===== config.mk =====
export PLATFORM = sky130hd
export DESIGN_NAME = bcd_time_keeper_flat
export DESIGN_NICKNAME = d
export VERILOG_FILES = /design/src/rtl/bcd_time_keeper_if.sv /design/src/rtl/bcd_time_keeper.sv /design/src/flat_wrapper.sv
export SDC_FILE = /design/constraint.sdc
export NUM_CORES = 1
export LEC_CHECK = 0
export BUFFER_PORTS_ARGS = -buffer_cell sky130_fd_sc_hd__buf_2
export CAP_MARGIN = 5
export CORE_MARGIN = 4
export CORE_UTILIZATION = 25
export DETAILED_ROUTE_END_ITERATION = 7
export PLACE_DENSITY = 0.44
export SKIP_CTS_REPAIR_TIMING = 1
export SYNTH_ARGS = -nofsm -noshare
export SYNTH_HDL_FRONTEND = slang
export SYNTH_SLANG_ARGS = --single-unit

===== constraint.sdc =====
create_clock -name clk -period 4 [get_ports clk]
set_input_delay 0.4 -clock clk [delete_from_list [all_inputs] [get_ports clk]]
set_output_delay 0.4 -clock clk [all_outputs]
set_load 0.005 [all_outputs]

===== src/rtl/bcd_time_keeper_if.sv =====
// Command/status bundle between the UART command parser (master) and the BCD time keeper (slave).
// The alarm signals exist only when ALARM_EN is defined.
interface bcd_time_keeper_if;
    logic       load;
    logic [3:0] ld_d1, ld_d2, ld_d3, ld_d4, ld_d5, ld_d6;
    logic       start;
    logic       stop;
    logic       clr;
    logic       run;
    logic [3:0] t_d1, t_d2, t_d3, t_d4, t_d5, t_d6;
    logic       sec_tick;
    logic       load_err;
`ifdef ALARM_EN
    logic       alarm_ld;
    logic       alarm_hit;
`endif

    modport master (
        output load, ld_d1, ld_d2, ld_d3, ld_d4, ld_d5, ld_d6, start, stop, clr,
`ifdef ALARM_EN
        output alarm_ld,
        input  alarm_hit,
`endif
        input  run, t_d1, t_d2, t_d3, t_d4, t_d5, t_d6, sec_tick, load_err
    );

    modport slave (
        input  load, ld_d1, ld_d2, ld_d3, ld_d4, ld_d5, ld_d6, start, stop, clr,
`ifdef ALARM_EN
        input  alarm_ld,
        output alarm_hit,
`endif
        output run, t_d1, t_d2, t_d3, t_d4, t_d5, t_d6, sec_tick, load_err
    );
endinterface


===== src/rtl/bcd_time_keeper.sv =====
// 24-hour BCD HH:MM:SS keeper advanced once per TICK_DIV clocks while running.
// Optional alarm register/comparator enabled by defining ALARM_EN.
module bcd_time_keeper #(
    parameter int unsigned TICK_DIV = 100000000,
    parameter int unsigned CNT_W    = 27
) (
    input  logic                clk,
    input  logic                rst,
    bcd_time_keeper_if.slave    bus_io
);

    typedef enum logic [0:0] {StStopped, StRunning} state_e;

    // Time packed as {h1, h0, m1, m0, s1, s0}, one BCD digit per nibble.
    function automatic logic digits_valid(input logic [23:0] t);
        return (t[23:20] <= 4'd2) && (t[19:16] <= 4'd9) &&
               ((t[23:20] != 4'd2) || (t[19:16] <= 4'd3)) &&
               (t[15:12] <= 4'd5) && (t[11:8] <= 4'd9) &&
               (t[7:4] <= 4'd5) && (t[3:0] <= 4'd9);
    endfunction

    function automatic logic [23:0] bcd_inc(input logic [23:0] t);
        logic [3:0] h1, h0, m1, m0, s1, s0;
        {h1, h0, m1, m0, s1, s0} = t;
        if (s0 != 4'd9) begin
            s0 = s0 + 4'd1;
        end else begin
            s0 = 4'd0;
            if (s1 != 4'd5) begin
                s1 = s1 + 4'd1;
            end else begin
                s1 = 4'd0;
                if (m0 != 4'd9) begin
                    m0 = m0 + 4'd1;
                end else begin
                    m0 = 4'd0;
                    if (m1 != 4'd5) begin
                        m1 = m1 + 4'd1;
                    end else begin
                        m1 = 4'd0;
                        if (h1 == 4'd2 && h0 == 4'd3) begin
                            h1 = 4'd0;
                            h0 = 4'd0;
                        end else if (h0 == 4'd9) begin
                            h0 = 4'd0;
                            h1 = h1 + 4'd1;
                        end else begin
                            h0 = h0 + 4'd1;
                        end
                    end
                end
            end
        end
        return {h1, h0, m1, m0, s1, s0};
    endfunction

    state_e            state_q, state_d;
    logic [CNT_W-1:0]  cnt_q, cnt_d;
    logic [23:0]       time_q, time_d;
    logic              sec_tick_q, sec_tick_d;
    logic              load_err_q, load_err_d;
    logic [23:0]       ld_time;
    logic              ld_ok;
    logic              wrap;
`ifdef ALARM_EN
    logic [23:0]       alarm_q, alarm_d;
    logic              alarm_hit_q, alarm_hit_d;
`endif

    always_comb begin
        ld_time    = {bus_io.ld_d1, bus_io.ld_d2, bus_io.ld_d3,
                      bus_io.ld_d4, bus_io.ld_d5, bus_io.ld_d6};
        ld_ok      = digits_valid(ld_time);
        wrap       = (state_q == StRunning) && (cnt_q == CNT_W'(TICK_DIV - 1));

        state_d    = state_q;
        cnt_d      = cnt_q;
        time_d     = time_q;
        sec_tick_d = 1'b0;
        load_err_d = 1'b0;

        unique case (state_q)
            StStopped: if (bus_io.start && !bus_io.stop && !bus_io.clr) state_d = StRunning;
            StRunning: if (bus_io.stop || bus_io.clr) state_d = StStopped;
            default:   state_d = StStopped;
        endcase

        // The prescaler holds while stopped so a stop/start pair resumes mid-second.
        if (state_q == StRunning) begin
            cnt_d = wrap ? '0 : cnt_q + CNT_W'(1);
        end

        if (bus_io.clr) begin
            time_d = '0;
            cnt_d  = '0;
        end else if (bus_io.load && ld_ok) begin
            time_d = ld_time;
            cnt_d  = '0;
        end else begin
            load_err_d = bus_io.load;
            if (wrap) begin
                time_d     = bcd_inc(time_q);
                sec_tick_d = 1'b1;
            end
        end

`ifdef ALARM_EN
        alarm_d = alarm_q;
        if (bus_io.alarm_ld) begin
            if (ld_ok) alarm_d = ld_time;
            else       load_err_d = 1'b1;
        end
        // sec_tick_q marks the cycle right after a tick, so only ticks (not loads) hit.
        alarm_hit_d = sec_tick_q && (time_q == alarm_q);
`endif
    end

    always_ff @(posedge clk or posedge rst) begin
        if (rst) begin
            state_q    <= StStopped;
            cnt_q      <= '0;
            time_q     <= '0;
            sec_tick_q <= 1'b0;
            load_err_q <= 1'b0;
        end else begin
            state_q    <= state_d;
            cnt_q      <= cnt_d;
            time_q     <= time_d;
            sec_tick_q <= sec_tick_d;
            load_err_q <= load_err_d;
        end
    end

`ifdef ALARM_EN
    always_ff @(posedge clk or posedge rst) begin
        if (rst) begin
            alarm_q     <= '0;
            alarm_hit_q <= 1'b0;
        end else begin
            alarm_q     <= alarm_d;
            alarm_hit_q <= alarm_hit_d;
        end
    end

    assign bus_io.alarm_hit = alarm_hit_q;
`endif

    assign bus_io.run      = (state_q == StRunning);
    assign bus_io.sec_tick = sec_tick_q;
    assign bus_io.load_err = load_err_q;
    assign {bus_io.t_d1, bus_io.t_d2, bus_io.t_d3,
            bus_io.t_d4, bus_io.t_d5, bus_io.t_d6} = time_q;

endmodule

===== src/flat_wrapper.sv =====
// flat-port wrapper written by rule: the top's interface ports become plain ports
module bcd_time_keeper_flat 
#(
    parameter int unsigned TICK_DIV = 100000000,
    parameter int unsigned CNT_W    = 27
)
  (clk, rst, bus_io_load, bus_io_ld_d1, bus_io_ld_d2, bus_io_ld_d3, bus_io_ld_d4, bus_io_ld_d5, bus_io_ld_d6, bus_io_start, bus_io_stop, bus_io_clr, bus_io_run, bus_io_t_d1, bus_io_t_d2, bus_io_t_d3, bus_io_t_d4, bus_io_t_d5, bus_io_t_d6, bus_io_sec_tick, bus_io_load_err);
  bcd_time_keeper_if bus_io_i ();
  input  logic clk;
  input  logic rst;
  input wire logic [$bits(bus_io_i.load)-1:0] bus_io_load;
  input wire logic [$bits(bus_io_i.ld_d1)-1:0] bus_io_ld_d1;
  input wire logic [$bits(bus_io_i.ld_d2)-1:0] bus_io_ld_d2;
  input wire logic [$bits(bus_io_i.ld_d3)-1:0] bus_io_ld_d3;
  input wire logic [$bits(bus_io_i.ld_d4)-1:0] bus_io_ld_d4;
  input wire logic [$bits(bus_io_i.ld_d5)-1:0] bus_io_ld_d5;
  input wire logic [$bits(bus_io_i.ld_d6)-1:0] bus_io_ld_d6;
  input wire logic [$bits(bus_io_i.start)-1:0] bus_io_start;
  input wire logic [$bits(bus_io_i.stop)-1:0] bus_io_stop;
  input wire logic [$bits(bus_io_i.clr)-1:0] bus_io_clr;
  output wire logic [$bits(bus_io_i.run)-1:0] bus_io_run;
  output wire logic [$bits(bus_io_i.t_d1)-1:0] bus_io_t_d1;
  output wire logic [$bits(bus_io_i.t_d2)-1:0] bus_io_t_d2;
  output wire logic [$bits(bus_io_i.t_d3)-1:0] bus_io_t_d3;
  output wire logic [$bits(bus_io_i.t_d4)-1:0] bus_io_t_d4;
  output wire logic [$bits(bus_io_i.t_d5)-1:0] bus_io_t_d5;
  output wire logic [$bits(bus_io_i.t_d6)-1:0] bus_io_t_d6;
  output wire logic [$bits(bus_io_i.sec_tick)-1:0] bus_io_sec_tick;
  output wire logic [$bits(bus_io_i.load_err)-1:0] bus_io_load_err;
  assign bus_io_i.load = bus_io_load;
  assign bus_io_i.ld_d1 = bus_io_ld_d1;
  assign bus_io_i.ld_d2 = bus_io_ld_d2;
  assign bus_io_i.ld_d3 = bus_io_ld_d3;
  assign bus_io_i.ld_d4 = bus_io_ld_d4;
  assign bus_io_i.ld_d5 = bus_io_ld_d5;
  assign bus_io_i.ld_d6 = bus_io_ld_d6;
  assign bus_io_i.start = bus_io_start;
  assign bus_io_i.stop = bus_io_stop;
  assign bus_io_i.clr = bus_io_clr;
  assign bus_io_run = bus_io_i.run;
  assign bus_io_t_d1 = bus_io_i.t_d1;
  assign bus_io_t_d2 = bus_io_i.t_d2;
  assign bus_io_t_d3 = bus_io_i.t_d3;
  assign bus_io_t_d4 = bus_io_i.t_d4;
  assign bus_io_t_d5 = bus_io_i.t_d5;
  assign bus_io_t_d6 = bus_io_i.t_d6;
  assign bus_io_sec_tick = bus_io_i.sec_tick;
  assign bus_io_load_err = bus_io_i.load_err;
  bcd_time_keeper #(.TICK_DIV(TICK_DIV), .CNT_W(CNT_W)) u_core (.clk(clk), .rst(rst), .bus_io(bus_io_i));
endmodule

Word level (Yosys, flattened, before mapping)

Index checks and enable logic that the tools add are counted.
Widths: inputs -> output; s select.

$add $sub $neg: 7
Order comparisons: 7
Equality and inequality tests: 13
Mux-type cells: 37
Bitwise gates (word level): 1
Reduce and logical (&&, ||, !) cells: 23

Operator list:

| cell                  | number |
|---|---|
| $mux 27               | 4 |
| $mux 4                | 22 |
| $mux 24               | 3 |
| $add 27x1->27 const B | 1 |
| $eq 27x27->1 const B  | 1 |
| $add 4x1->4 const B   | 6 |
| $le 4x4->1 const B    | 3 |
| $ne 3x2->1 const B    | 4 |
| $logic_and 1x1->1     | 11 |
| $eq 4x2->1 const B    | 2 |
| $le 4x2->1 const B    | 2 |
| $le 4x3->1 const B    | 2 |
| $ne 4x3->1 const B    | 2 |
| $ne 4x4->1 const B    | 2 |
| $mux 1                | 7 |
| $reduce_and 6->1      | 1 |
| $reduce_bool 3->1     | 2 |
| $reduce_and 5->1      | 1 |
| $eq 4x4->1 const B    | 1 |
| $ne 4x2->1 const B    | 1 |
| $reduce_and 4->1      | 1 |
| $reduce_bool 4->1     | 1 |
| $reduce_and 3->1      | 1 |
| $logic_not 1->1       | 2 |
| 4 further kinds       | 5 |

Register bits after elaboration: 54
Input bits: 30
Output and inout bits: 27

Logic depth before layout (Yosys ltp)

Depth after elaboration: 10
Depth in mapped cells: 9

Least setup slack after synthesis

No wires, ideal clock.

Kind: input -> register
Start point: input bus_io_ld_d1[3]
End point: register u_core.cnt_q[16]
Arrival time: 1.894 ns
Required time: 3.922 ns
Path slack: 2.028 ns
Stages on the path: 8
Path buffers: 3
Path through: nor4_1 -> and4_1 -> buf_4 -> a311oi_4 -> buf_6 -> buf_6 -> or4_1 -> a21oi_1

Cells in the longest elaborated chain, start to end: 10
Elaborated cells on any way between the ends: 13
Those cells by class: order compare (1); eq/ne (1); mux (2); reduce/logical (9)

RTL lines:

| what                                                  | RTL line                                     | RTL |
|---|---|---|
| start: declaration                                    | flat_wrapper.sv:12                           | `input wire logic [$bits(bus_io_i.ld_d1)-1:0] bus_io_ld_d1;` |
| $le 4x2->1 or $ne 4x2->1 (tied branches)              | bcd_time_keeper.sv:16, bcd_time_keeper.sv:17 |  |
| $logic_and 1x1->1 or $logic_or 1x1->1 (tied branches) | bcd_time_keeper.sv:16, bcd_time_keeper.sv:17 |  |
| $logic_and 1x1->1 (*)                                 | bcd_time_keeper.sv:16                        | `return (t[23:20] <= 4'd2) && (t[19:16] <= 4'd9) &&` |
| $logic_and 1x1->1 (*)                                 | bcd_time_keeper.sv:17                        | `((t[23:20] != 4'd2) \|\| (t[19:16] <= 4'd3)) &&` |
| $logic_and 1x1->1 (*) (2 in series)                   | bcd_time_keeper.sv:18                        | `(t[15:12] <= 4'd5) && (t[11:8] <= 4'd9) &&` |
| $logic_and 1x1->1 (*)                                 | bcd_time_keeper.sv:19                        | `(t[7:4] <= 4'd5) && (t[3:0] <= 4'd9);` |
| $logic_and 1x1->1 (*)                                 | bcd_time_keeper.sv:96                        | `end else if (bus_io.load && ld_ok) begin` |
| $mux 27                                               | bcd_time_keeper.sv:96                        |  |
| $mux 27                                               | bcd_time_keeper.sv:93                        | `if (bus_io.clr) begin` |
| end signal: assignment                                | bcd_time_keeper.sv:127                       | `cnt_q <= cnt_d;` |
| end: declaration                                      | bcd_time_keeper.sv:58                        | `logic [CNT_W-1:0] cnt_q, cnt_d;` |

Mark *: on every way between the ends. The rest lies on a longest branch, timed or not.
A chain may end at the register's enable or synchronous reset.

Final worst setup path

Start point: register u_core.cnt_q[0]
End point: register u_core.cnt_q[10]

Cells in the longest elaborated chain, start to end: 6
Elaborated cells on any way between the ends: 7
Those cells by class: add/sub (1); eq/ne (1); mux (4); reduce/logical (1)

RTL lines:

| what                                                                  | RTL line              | RTL |
|---|---|---|
| parallel branches: the longest is 2 deep, another holds $add 27x1->27 | -                     |  |
| $mux 27 (*)                                                           | bcd_time_keeper.sv:90 | `cnt_d = wrap ? '0 : cnt_q + CNT_W'(1);` |
| $mux 27 (*)                                                           | bcd_time_keeper.sv:89 | `if (state_q == StRunning) begin` |
| $mux 27 (*)                                                           | bcd_time_keeper.sv:96 |  |
| $mux 27 (*)                                                           | bcd_time_keeper.sv:93 |  |

Every way passes the cells marked *. The select of a mux whose other input is x is not followed.

==> impl_results.html <==
<table>
<tr><th>Metric</th><th>Value</th></tr>
<tr><th colspan="2">Clock tree</th></tr>
<tr><td>CTS tree</td><td>built</td></tr>
<tr><td>Root buffer selected by CTS</td><td>sky130_fd_sc_hd__clkbuf_16</td></tr>
<tr><td>Insertion delay to the later sink of the worst-skew pair</td><td>0.30 ns</td></tr>
<tr><td>Clock transition at path regs</td><td>0.07 ns</td></tr>
<tr><td>Clock Sinks</td><td>54</td></tr>
<tr><td>Number of buffers inserted during clock tree synthesis</td><td>5</td></tr>
<tr><td>CTS H-Tree Depth</td><td>2</td></tr>
<tr><td>Clock Path Buffers</td><td>2</td></tr>
<tr><th colspan="2">Power and ir drop</th></tr>
<tr><td>Highest ir drop seen on vdd</td><td>0.218 mV</td></tr>
<tr><td>Power Total</td><td>1130 uW</td></tr>
<tr><td>Ratio of total power to cell area</td><td>291 nW/um2</td></tr>
<tr><td>Static leakage</td><td>0.00155 uW</td></tr>
<tr><th colspan="2">STA</th></tr>
<tr><td>Final Skew</td><td>0.00505 ns</td></tr>
<tr><td>Setup TNS Final</td><td>0 ns</td></tr>
<tr><td>Count of endpoints failing hold in the final timing report</td><td>0</td></tr>
<tr><td>Slew margin rel.</td><td>42.0%</td></tr>
<tr><td>Post-route worst hold slack</td><td>0.237 ns</td></tr>
<tr><td>RSZ-0062 raised after global routing</td><td>no</td></tr>
<tr><td>Post-layout minimum cycle time</td><td>2.53 ns</td></tr>
<tr><td>Share of the clock period used by the worst path after layout</td><td>63.3%</td></tr>
<tr><td>Actual transition at the worst max-transition pin</td><td>0.868 ns</td></tr>
<tr><td>Number of setup violations in the final report</td><td>0</td></tr>
<tr><td>Maximum achievable frequency</td><td>395 MHz</td></tr>
<tr><td>Number of max-slew violations in the final report</td><td>0</td></tr>
<tr><th colspan="2">Yosys</th></tr>
<tr><td>Post-synth top area cell</td><td>sky130_fd_sc_hd__dfrtp_1</td></tr>
<tr><td>Net count after synthesis</td><td>393</td></tr>
<tr><td>Ranking of synthesized cells by instance count</td><td>sky130_fd_sc_hd__dfrtp_1 (54), sky130_fd_sc_hd__a21oi_1 (33), sky130_fd_sc_hd__nor2_1 (27), sky130_fd_sc_hd__nand2_1 (22)</td></tr>
<tr><td>Sequential element share of the synthesized area</td><td>41.3%</td></tr>
<tr><td>#FFs+latches synth</td><td>54</td></tr>
<tr><td>Count of flip-flops with a built-in enable after synthesis</td><td>0</td></tr>
<tr><td>Unique cell type count in the Yosys netlist</td><td>54</td></tr>
<tr><td>Mean cell area of the mapped netlist</td><td>9.15 um2</td></tr>
<tr><td>Synthesis warning total</td><td>0</td></tr>
<tr><td>Leading cell type by number of instances after synthesis</td><td>sky130_fd_sc_hd__dfrtp_1</td></tr>
<tr><td>Top post-synthesis cells by area</td><td>sky130_fd_sc_hd__dfrtp_1 (41%), sky130_fd_sc_hd__a21oi_1 (5.0%), sky130_fd_sc_hd__or3_1 (3.6%)</td></tr>
<tr><td>Most used flip-flop cell after synthesis</td><td>sky130_fd_sc_hd__dfrtp_1</td></tr>
<tr><td>Cell area after synthesis</td><td>3280 um2</td></tr>
<tr><td>Portion of synthesized cell area occupied by the leading cell type</td><td>41.3%</td></tr>
<tr><td>Number of instances in the synthesized netlist</td><td>358</td></tr>
<tr><td>Fraction of registers with async set or reset after synthesis</td><td>100%</td></tr>
<tr><th colspan="2">Route</th></tr>
<tr><td>Initial detailed-routing violation count</td><td>224</td></tr>
<tr><td>Vias per Instance</td><td>5.15</td></tr>
<tr><td>Routed WL</td><td>9230 um</td></tr>
<tr><td>Routed wire per std cell</td><td>15.9 um</td></tr>
<tr><td>ANT nets after route</td><td>0</td></tr>
<tr><td>Router iterations before antenna repair</td><td>4</td></tr>
<tr><td>Number of remaining DRC errors</td><td>0</td></tr>
<tr><td>Detailed-route via count</td><td>2983</td></tr>
<tr><th colspan="2">Global route</th></tr>
<tr><td>Number of global-route vias before repair</td><td>2818</td></tr>
<tr><td>Global-route wire length before repair</td><td>14900 um</td></tr>
<tr><td>Total GRT Usage</td><td>12.6%</td></tr>
<tr><td>GR Overflow Total</td><td>0</td></tr>
<tr><td>Initial antenna violation count</td><td>0</td></tr>
<tr><td>Pin count of the biggest net entering global routing</td><td>48</td></tr>
<tr><th colspan="2">Floorplan</th></tr>
<tr><td>Die Y</td><td>122 um</td></tr>
<tr><td>Starting density of the core</td><td>25.7%</td></tr>
<tr><td>Placeable core area</td><td>12700 um2</td></tr>
<tr><td>Die area</td><td>15000 um2</td></tr>
<tr><td>Width of the die</td><td>122 um</td></tr>
<tr><td>I/O pin cnt</td><td>57</td></tr>
<tr><td>Row count</td><td>41</td></tr>
<tr><th colspan="2">Worst setup path</th></tr>
<tr><td>Endpoint of the worst-slack reg-to-reg timing path</td><td>u_core.cnt_q[10]</td></tr>
<tr><td>Setup slack of the worst register-to-register path</td><td>1.47 ns</td></tr>
<tr><td>Critical register-to-register path startpoint</td><td>u_core.cnt_q[0]</td></tr>
<tr><td>R2R depth</td><td>6</td></tr>
<tr><td>CP arrival</td><td>2.67 ns</td></tr>
<tr><td>Critical path class</td><td>reg2reg</td></tr>
<tr><td>Worst endpoint required time</td><td>4.14 ns</td></tr>
<tr><td>CP startpoint kind</td><td>register</td></tr>
<tr><td>Crit end category</td><td>register</td></tr>
<tr><td>CP Max Fanout</td><td>23</td></tr>
<tr><th colspan="2">Layout</th></tr>
<tr><td>Share of cells above drive strength 1</td><td>19.7%</td></tr>
<tr><td>Non-filler cells, final</td><td>579</td></tr>
<tr><td>Post-layout util</td><td>30.4%</td></tr>
<tr><td>Post-synthesis to final-layout area growth</td><td>18.0%</td></tr>
<tr><td>Final layout net count</td><td>441</td></tr>
<tr><td>Number of inserted diodes</td><td>0</td></tr>
<tr><th colspan="2">Hold path</th></tr>
<tr><td>Hold crit path type</td><td>in2async</td></tr>
<tr><th colspan="2">Placed design</th></tr>
<tr><td>Placed Instances</td><td>571</td></tr>
<tr><td>Post-detailed-placement half-perimeter wirelength</td><td>6630 um</td></tr>
<tr><td>Quantity of I/O buffers inserted on ports</td><td>56</td></tr>
<tr><td>Placer congestion estimate</td><td>0.774</td></tr>
<tr><th colspan="2">Run status</th></tr>
<tr><td>Outcome</td><td>complete, no violations</td></tr>
<tr><th colspan="2">Flow run</th></tr>
<tr><td>Number of maximum-capacitance constraint violations</td><td>0</td></tr>
</table>
[per-stage QoR]
| stage | setup slack, ns | cell area [um2] |
|---|---|---|
| after detailed placement | 1.45 | 3700 |
| after global placement | 1.52 | 3700 |
| final | 1.47 | 3860 |
| after global routing | 1.21 | 3860 |
| after CTS | 1.43 | 3860 |
| after floorplan | 2.03 | 3280 |
[cell families (layout without fill, tap and decap cells)]
group                    after synthesis  count (layout)  synth area share (%)
multiplexers                           6               6                  1.83
buffers and inverters                 35              84                  4.85
AO/OA/AOI/OAI                         99              99                  20.7
XOR/XNOR                               7               7                  1.87
adder cells (fa/ha/maj)                5               5                  1.91
flip-flops                            54              54                  41.3
AND/OR/NAND/NOR                      152             152                  27.6
[critical path: stages (launching register included)]
cell and delay, ns:
sky130_fd_sc_hd__dfrtp_1 0.39, sky130_fd_sc_hd__ha_1 0.20, sky130_fd_sc_hd__and4_1 0.31, sky130_fd_sc_hd__and4_1 0.39, sky130_fd_sc_hd__nand2_1 0.27, sky130_fd_sc_hd__nand2_1 0.72, sky130_fd_sc_hd__a21oi_1 0.09
[power breakdown]
group,switching [uW],internal (uW),leakage [uW]
sequential,3.44,548,0.000752
clock,214,294,0.0000836
combinational,46.4,20.6,0.000713
total,264,862,0.00155
[per-layer routing]
layer,global-route usage (%),vias up,wire (um)
li1,-,1458,-
met3,2.35,8,349
met4,3.64,0,119
met5,0,-,0
met1,18.2,1461,4620
met2,19.0,56,4150
[cells in the final DEF (no fill, tap or decap), types with 7 or more instances in the layout]
master                     netlist  routed
sky130_fd_sc_hd__a211oi_1       11      11
sky130_fd_sc_hd__or4_1          10      10
sky130_fd_sc_hd__a311oi_1        7       7
sky130_fd_sc_hd__nor2_1         27      27
sky130_fd_sc_hd__o21ai_0        19      19
sky130_fd_sc_hd__a21oi_1        33      33
sky130_fd_sc_hd__nand4_1        12      12
sky130_fd_sc_hd__buf_2           4      56
sky130_fd_sc_hd__o31ai_1        10      10
sky130_fd_sc_hd__nand2_1        22      22
sky130_fd_sc_hd__or3_1          19      19
sky130_fd_sc_hd__inv_1          17      16
sky130_fd_sc_hd__and4_1          8       8
sky130_fd_sc_hd__dfrtp_1        54      54
sky130_fd_sc_hd__nand3_1        18      18
[worst max path at each step]
stage / depth (start not counted) / slack, ns / to / start
CTS: 6 / 1.43 / u_core.cnt_q[10] / u_core.cnt_q[0]
global route: 6 / 1.21 / u_core.cnt_q[10] / u_core.cnt_q[0]
finish: 6 / 1.47 / u_core.cnt_q[10] / u_core.cnt_q[0]
global placement: 5 / 1.52 / u_core.cnt_q[6] / u_core.bus_io.run
floorplan: 8 / 2.03 / u_core.cnt_q[16] / bus_io_ld_d1[3]
detailed placement: 6 / 1.45 / u_core.cnt_q[10] / u_core.cnt_q[0]
[cell type report]
cell class / count / area, um2
clock inverters: 3 / 40.0
repair buffers: 59 / 303
inverters: 17 / 63.8
clock buffers: 5 / 125
flip-flops and latches: 54 / 1350
multi-input cells: 269 / 1770
well taps: 172 / 215
fillers: 1402 / 8860
[state kept, by name, indices dropped and copies added, names as in the netlist]
| signal | count |
|---|---|
| u_core.bus_io.load_err | 1 |
| u_core.bus_io.run | 1 |
| u_core.time_q | 24 |
| u_core.bus_io.sec_tick | 1 |
| u_core.cnt_q | 27 |
No activity file was read; power rests on OpenSTA's default activity.
